File: src/rtl/pipeline_hazard_ctrl.sv
// Stall/flush sequencer for the 5-stage pipeline: drives pause/nop of every pipeline latch and the PC enable.
// Optional performance counters are built when PIPE_HAZARD_PERF_CNT_EN is defined.
module pipeline_hazard_ctrl #(
    parameter int LOADUSE_BUBBLES = 1,
    parameter int CNT_W           = 32
) (
    input  logic             CLK,
    input  logic             RST,
    input  logic             ihit,
    input  logic             dhit,
    input  logic             dmem_req,
    input  logic             mem_redirect,
    input  logic             mem_halt,
    input  logic             ex_memread,
    input  logic [4:0]       ex_rd,
    input  logic [4:0]       id_rs,
    input  logic [4:0]       id_rt,
    output logic             pc_en,
    output logic             ifid_pause,
    output logic             idex_pause,
    output logic             exmem_pause,
    output logic             memwb_pause,
    output logic             ifid_nop,
    output logic             idex_nop,
    output logic             exmem_nop,
    output logic             memwb_nop,
    output logic             halted,
    output logic [1:0]       state,
    output logic [CNT_W-1:0] stall_cycles,
    output logic [CNT_W-1:0] flush_count
);

    typedef enum logic [1:0] {
        RUN   = 2'b00,
        DWAIT = 2'b01,
        IWAIT = 2'b10,
        HALT  = 2'b11
    } state_e;

    localparam logic [1:0] BUB_INIT = 2'(LOADUSE_BUBBLES - 1);

    // Latch vectors are ordered {ifid, idex, exmem, memwb}.
    localparam logic [3:0] HOLD_PAUSE = 4'b1110;
    localparam logic [3:0] HOLD_NOP   = 4'b0001;

    state_e     state_q, state_d;
    logic       iwait_pend_q, iwait_pend_d;
    logic [1:0] bub_q, bub_d;

    logic       dmiss_s;
    logic       load_use_s;
    logic [3:0] run_pause_s, run_nop_s;
    logic       run_pc_en_s;
    state_e     run_next_s;
    logic [1:0] run_bub_s;

    logic [3:0] pause_s, nop_s;
    logic       pc_en_s, halted_s;

    assign dmiss_s    = dmem_req & ~dhit;
    assign load_use_s = ex_memread & (ex_rd != 5'd0) & ((ex_rd == id_rs) | (ex_rd == id_rt));

    // RUN priority rules 2..6 (data miss handled by the FSM since it also applies in DWAIT/IWAIT).
    always_comb begin
        run_pause_s = 4'b0000;
        run_nop_s   = 4'b0000;
        run_pc_en_s = 1'b0;
        run_next_s  = RUN;
        run_bub_s   = bub_q;
        if (mem_halt) begin
            run_nop_s  = 4'b1110;
            run_next_s = HALT;
        end else if (mem_redirect) begin
            run_pc_en_s = 1'b1;
            run_nop_s   = 4'b1110;
            run_bub_s   = 2'd0;
            run_next_s  = ihit ? RUN : IWAIT;
        end else if (load_use_s || (bub_q != 2'd0)) begin
            run_pause_s = 4'b1000;
            run_nop_s   = 4'b0100;
            run_bub_s   = (bub_q != 2'd0) ? (bub_q - 2'd1) : BUB_INIT;
        end else if (!ihit) begin
            run_nop_s = 4'b1000;
        end else begin
            run_pc_en_s = 1'b1;
        end
    end

    // Next-state and latch-control outputs per state.
    always_comb begin
        pause_s      = 4'b0000;
        nop_s        = 4'b0000;
        pc_en_s      = 1'b0;
        halted_s     = 1'b0;
        state_d      = state_q;
        iwait_pend_d = iwait_pend_q;
        bub_d        = bub_q;
        case (state_q)
            RUN: begin
                if (dmiss_s) begin
                    pause_s = HOLD_PAUSE;
                    nop_s   = HOLD_NOP;
                    state_d = DWAIT;
                end else begin
                    pause_s = run_pause_s;
                    nop_s   = run_nop_s;
                    pc_en_s = run_pc_en_s;
                    state_d = run_next_s;
                    bub_d   = run_bub_s;
                end
            end
            DWAIT: begin
                if (!dhit) begin
                    pause_s = HOLD_PAUSE;
                    nop_s   = HOLD_NOP;
                end else if (iwait_pend_q && !mem_halt && !mem_redirect) begin
                    nop_s        = 4'b1000;
                    state_d      = ihit ? RUN : IWAIT;
                    iwait_pend_d = 1'b0;
                end else begin
                    // A redirect while a stale fetch is still outstanding must still discard that fetch.
                    pause_s      = run_pause_s;
                    nop_s        = run_nop_s;
                    pc_en_s      = run_pc_en_s;
                    state_d      = (iwait_pend_q && mem_redirect) ? IWAIT : run_next_s;
                    bub_d        = run_bub_s;
                    iwait_pend_d = 1'b0;
                end
            end
            IWAIT: begin
                if (dmiss_s) begin
                    pause_s      = HOLD_PAUSE;
                    nop_s        = HOLD_NOP;
                    state_d      = DWAIT;
                    iwait_pend_d = 1'b1;
                end else begin
                    nop_s   = 4'b1000;
                    state_d = ihit ? RUN : IWAIT;
                end
            end
            HALT: begin
                pause_s  = 4'b1111;
                halted_s = 1'b1;
            end
            default: begin
                state_d = RUN;
            end
        endcase
    end

    // Drive ports; reset forces bubbles everywhere, and nop always overrides pause.
    always_comb begin
        if (RST) begin
            {ifid_nop, idex_nop, exmem_nop, memwb_nop}         = 4'b1111;
            {ifid_pause, idex_pause, exmem_pause, memwb_pause} = 4'b0000;
            pc_en  = 1'b0;
            halted = 1'b0;
        end else begin
            {ifid_nop, idex_nop, exmem_nop, memwb_nop}         = nop_s;
            {ifid_pause, idex_pause, exmem_pause, memwb_pause} = pause_s & ~nop_s;
            pc_en  = pc_en_s;
            halted = halted_s;
        end
    end

    assign state = state_q;

    // FSM, stale-fetch flag and load-use bubble counter registers.
    always_ff @(posedge CLK) begin
        if (RST) begin
            state_q      <= RUN;
            iwait_pend_q <= 1'b0;
            bub_q        <= 2'd0;
        end else begin
            state_q      <= state_d;
            iwait_pend_q <= iwait_pend_d;
            bub_q        <= bub_d;
        end
    end

`ifdef PIPE_HAZARD_PERF_CNT_EN
    logic [CNT_W-1:0] stall_q, stall_d;
    logic [CNT_W-1:0] flush_q, flush_d;
    logic             stall_inc_s, flush_inc_s;

    assign stall_inc_s = ~pc_en_s & (state_q != HALT);
    // Only a taken redirect advances the PC while bubbling EX/MEM.
    assign flush_inc_s = pc_en_s & nop_s[1];

    // Saturating counter increments.
    always_comb begin
        if (stall_inc_s && (stall_q != {CNT_W{1'b1}})) begin
            stall_d = stall_q + CNT_W'(1);
        end else begin
            stall_d = stall_q;
        end
        if (flush_inc_s && (flush_q != {CNT_W{1'b1}})) begin
            flush_d = flush_q + CNT_W'(1);
        end else begin
            flush_d = flush_q;
        end
    end

    // Performance counter registers.
    always_ff @(posedge CLK) begin
        if (RST) begin
            stall_q <= {CNT_W{1'b0}};
            flush_q <= {CNT_W{1'b0}};
        end else begin
            stall_q <= stall_d;
            flush_q <= flush_d;
        end
    end

    assign stall_cycles = stall_q;
    assign flush_count  = flush_q;
`else
    assign stall_cycles = {CNT_W{1'b0}};
    assign flush_count  = {CNT_W{1'b0}};
`endif

endmodule

File: config.mk
export PLATFORM = sky130hd
export DESIGN_NAME = pipeline_hazard_ctrl
export DESIGN_NICKNAME = d
export VERILOG_FILES = /design/src/rtl/pipeline_hazard_ctrl.sv
export SDC_FILE = /design/constraint.sdc
export NUM_CORES = 1
export LEC_CHECK = 0
export CAP_MARGIN = 20
export CORE_MARGIN = 2
export CORE_UTILIZATION = 31
export CTS_BUF_LIST = sky130_fd_sc_hd__clkbuf_16
export DETAILED_ROUTE_END_ITERATION = 10
export HOLD_SLACK_MARGIN = 0.1
export PLACE_DENSITY = 0.76
export SLEW_MARGIN = 25
export SYNTH_ARGS = -nofsm -noshare
export SYNTH_HDL_FRONTEND = slang
export SYNTH_SLANG_ARGS = --single-unit
File: constraint.sdc
create_clock -name CLK -period 2.43 [get_ports CLK]
set_input_delay 0.729 -clock CLK [delete_from_list [all_inputs] [get_ports CLK]]
set_output_delay 0.729 -clock CLK [all_outputs]
set_load 0.01 [all_outputs]
==> flow_summary.json <==
{
  "hpwl_um": 2460,
  "globalRouteOverflowTotal": 0,
  "finalSetupViolCount": 4,
  "routed_wl_um": 3320,
  "yosys-top-cells-area": "buf_4, dfxtp_1, xor2_1",
  "design_area_um2": 1880,
  "crit_family": "simple AND/OR/NAND/NOR gates",
  "drive_gt1_share_pct": 38.4,
  "clock_sinks": 5,
  "drt_first_pass_iters": 4,
  "critPathLaunch": "dmem_req",
  "max_cap_violations": 0,
  "grt_max_degree": 11,
  "area_growth_pct": 47.3,
  "place_congestion": 0.843,
  "worstPathArrival_ps": 2080,
  "worst_hold_slack_ps": 484,
  "violations": "setup timing",
  "initialDrtViolationCount": 62,
  "initial_core_util_pct": 32.1,
  "htreeDepth": 1,
  "crit_cells": 7,
  "clock_latency_ps": 240,
  "synth_most_common_cell": "buf_4",
  "grt_pass1_wl_um": 5200,
  "rows": 23,
  "synth_seq_cells": 5,
  "syn_area_um2": 1270,
  "cp-start-kind": "input port",
  "grt_use_total_pct": 14.9,
  "hp-class": "reg -> reg",
  "synth_edf_count": 0,
  "worstRegToRegCells": 9,
  "syn_avg_cell_area_um2": 7.00,
  "cts_tree": "built",
  "cp-end-kind": "primary output",
  "skew_ps": 3.81,
  "vias_per_cell": 4.22,
  "wl_per_cell_um": 10.9,
  "synth_area_leader_cell": "buf_4",
  "port-buffer-count": 34,
  "ir_worst_vdd_v": 0.000281,
  "vias": 1288,
  "cts_buffer_depth": 2,
  "fin_crit_sh_pct": 116,
  "min_period_ps": 2810,
  "synth.top_cells.by_count": "buf_4, nor2_1, nand2_1, a21oi_1, xor2_1",
  "cts_root_buf": "clkbuf_16",
  "worst_r2r_endpoint": "state[1]$_SDFFE_PP0P_",
  "nets": 284,
  "die_x_um": 68.1,
  "async_reset_ff_share_pct": 0,
  "grt_antenna_before_repair": 0,
  "numCtsBuffers": 3,
  "crit_chain": "buf_6 -> nand2b_4 -> and2_4 -> a31o_1 -> or4_4 -> a21oi_2 -> buf_2",
  "cpMaxStageDelayCell": "or4_4",
  "clkSlewWorstSetupHoldPaths_ps": 40,
  "placed_area_um2": 1660,
  "crit_fanout": 3,
  "die_h_um": 68.1,
  "crit_type": "in -> out",
  "drc_errors": 0,
  "reg2reg_slack_ps": 670,
  "fin_ws_ps": -381,
  "ioPinCount": 99,
  "synth_ff_type": "dfxtp_1",
  "powerDensity_nw_per_um2": 803,
  "power.leakage_nw": 0.935,
  "slew_violations": 0,
  "yosysSeqAreaShare_pct": 7.86,
  "critPathBufInv": 2,
  "core_region_area_um2": 3970,
  "hold_viol_final": 0,
  "synth_cell_types": 35,
  "worstPathRequired_ps": 1700,
  "endpoint": "pc_en",
  "grt_pass1_vias": 1162,
  "ys_warn_count": 0,
  "utilization_pct": 47.3,
  "max_stage_delay_ps": 520,
  "post-place-ws_ps": -1130,
  "grt_setup_unrepaired": "true",
  "dieArea_um2": 4640,
  "max_freq_ghz": 0.356,
  "synthCells": 182,
  "outcome": "finished with violations",
  "yosysTopAreaCellShare_pct": 38.3,
  "antenna_left": 0,
  "r2r-start": "state[0]$_SDFFE_PP0P_",
  "diodes": 0
}
==> registers in the layout, summed over array words and instances (netlist names) <==
name / cells
bub_q: 2
state: 2
iwait_pend_q: 1
==> cell usage in the layout, fill, tap and decap left out, types with 4 or more instances in the layout <==
| master | netlist | layout |
|---|---|---|
| o21ai_0 | 7 | 5 |
| buf_6 | 0 | 10 |
| a21oi_1 | 10 | 6 |
| buf_4 | 65 | 37 |
| nor3_2 | 0 | 4 |
| conb_1 | 1 | 64 |
| dlygate4sd2_1 | 0 | 4 |
| xor2_1 | 10 | 10 |
| nor2_1 | 15 | 14 |
| dfxtp_1 | 5 | 4 |
| nand2_1 | 13 | 13 |
| buf_2 | 0 | 12 |
| inv_1 | 6 | 5 |
==> worst reg2reg max path: cells and delay by family (launching register included) <==
kind,cells,cell delay (ps)
simple gates,1,280
compound gates,3,450
buf+inv,4,390
fa+ha+maj,1,210
flops,1,350
==> final cells by class <==
class,count,area (um2)
Clock buffer,3,75.1
Clock inverter,1,3.75
Fill cell,411,2090
Inverter,6,22.5
Multi-Input combinational cell,166,1020
Sequential cell,5,104
Tap cell,50,62.6
Timing Repair Buffer,74,587
==> per-stage QoR <==
step | cells | power (W) | TNS, ps
finish | 305 | 0.00151 | -1220
global route | 305 | 0.00163 | -1450
CTS | 302 | 0.00145 | -1180
detailed placement | 293 | 0.00105 | -8100
global placement | 293 | 0.00103 | -7990
floorplan | 245 | 0.000679 | -127
==> power by group <==
group	switching (W)	internal, W
clock network	0.0000641	0.000214
registers	0.0000171	0.000107
logic	0.000532	0.000573
total	0.000614	0.000893
==> routing by layer <==
metal	up-vias	GRT usage, %	routed length [um]
li1	630	-	-
met1	585	16.4	1190
met2	66	27.5	1780
met3	7	2.63	270
met4	0	7.00	82
met5	-	0	0
==> kinds of logic after synthesis <==
family,after synthesis,share of synthesized area [%]
muxes,1,0.786
AOI/OAI and AO/OA,35,17.8
adders and majority gates,5,4.91
and+or+nand+nor,51,19.7
xor gates and xnor gates,10,6.88
DFF,5,7.86
other,1,0.294
buffers and inverters,74,41.7
==> timing repair <==
action                                  CTS  global route
resized for setup                       128            17
gates cloned                              0             0
setup buffers                             5             3
hold buffers                              0             0
pin swaps                                24            10
endpoints found under the setup margin   10             7
==> worst min-delay path by stage <==
stage	startpoint	to	cells after the start
global placement	bub_q[1]$_SDFFE_PP0P_	bub_q[1]$_SDFFE_PP0P_	1
detailed placement	bub_q[1]$_SDFFE_PP0P_	bub_q[1]$_SDFFE_PP0P_	1
finish	bub_q[1]$_SDFFE_PP0P_	bub_q[1]$_SDFFE_PP0P_	1
global route	bub_q[1]$_SDFFE_PP0P_	bub_q[1]$_SDFFE_PP0P_	1
CTS	bub_q[1]$_SDFFE_PP0P_	bub_q[1]$_SDFFE_PP0P_	1
floorplan	bub_q[1]$_SDFFE_PP0P_	bub_q[1]$_SDFFE_PP0P_	1
Note: power is estimated with default switching activity, not from simulation.
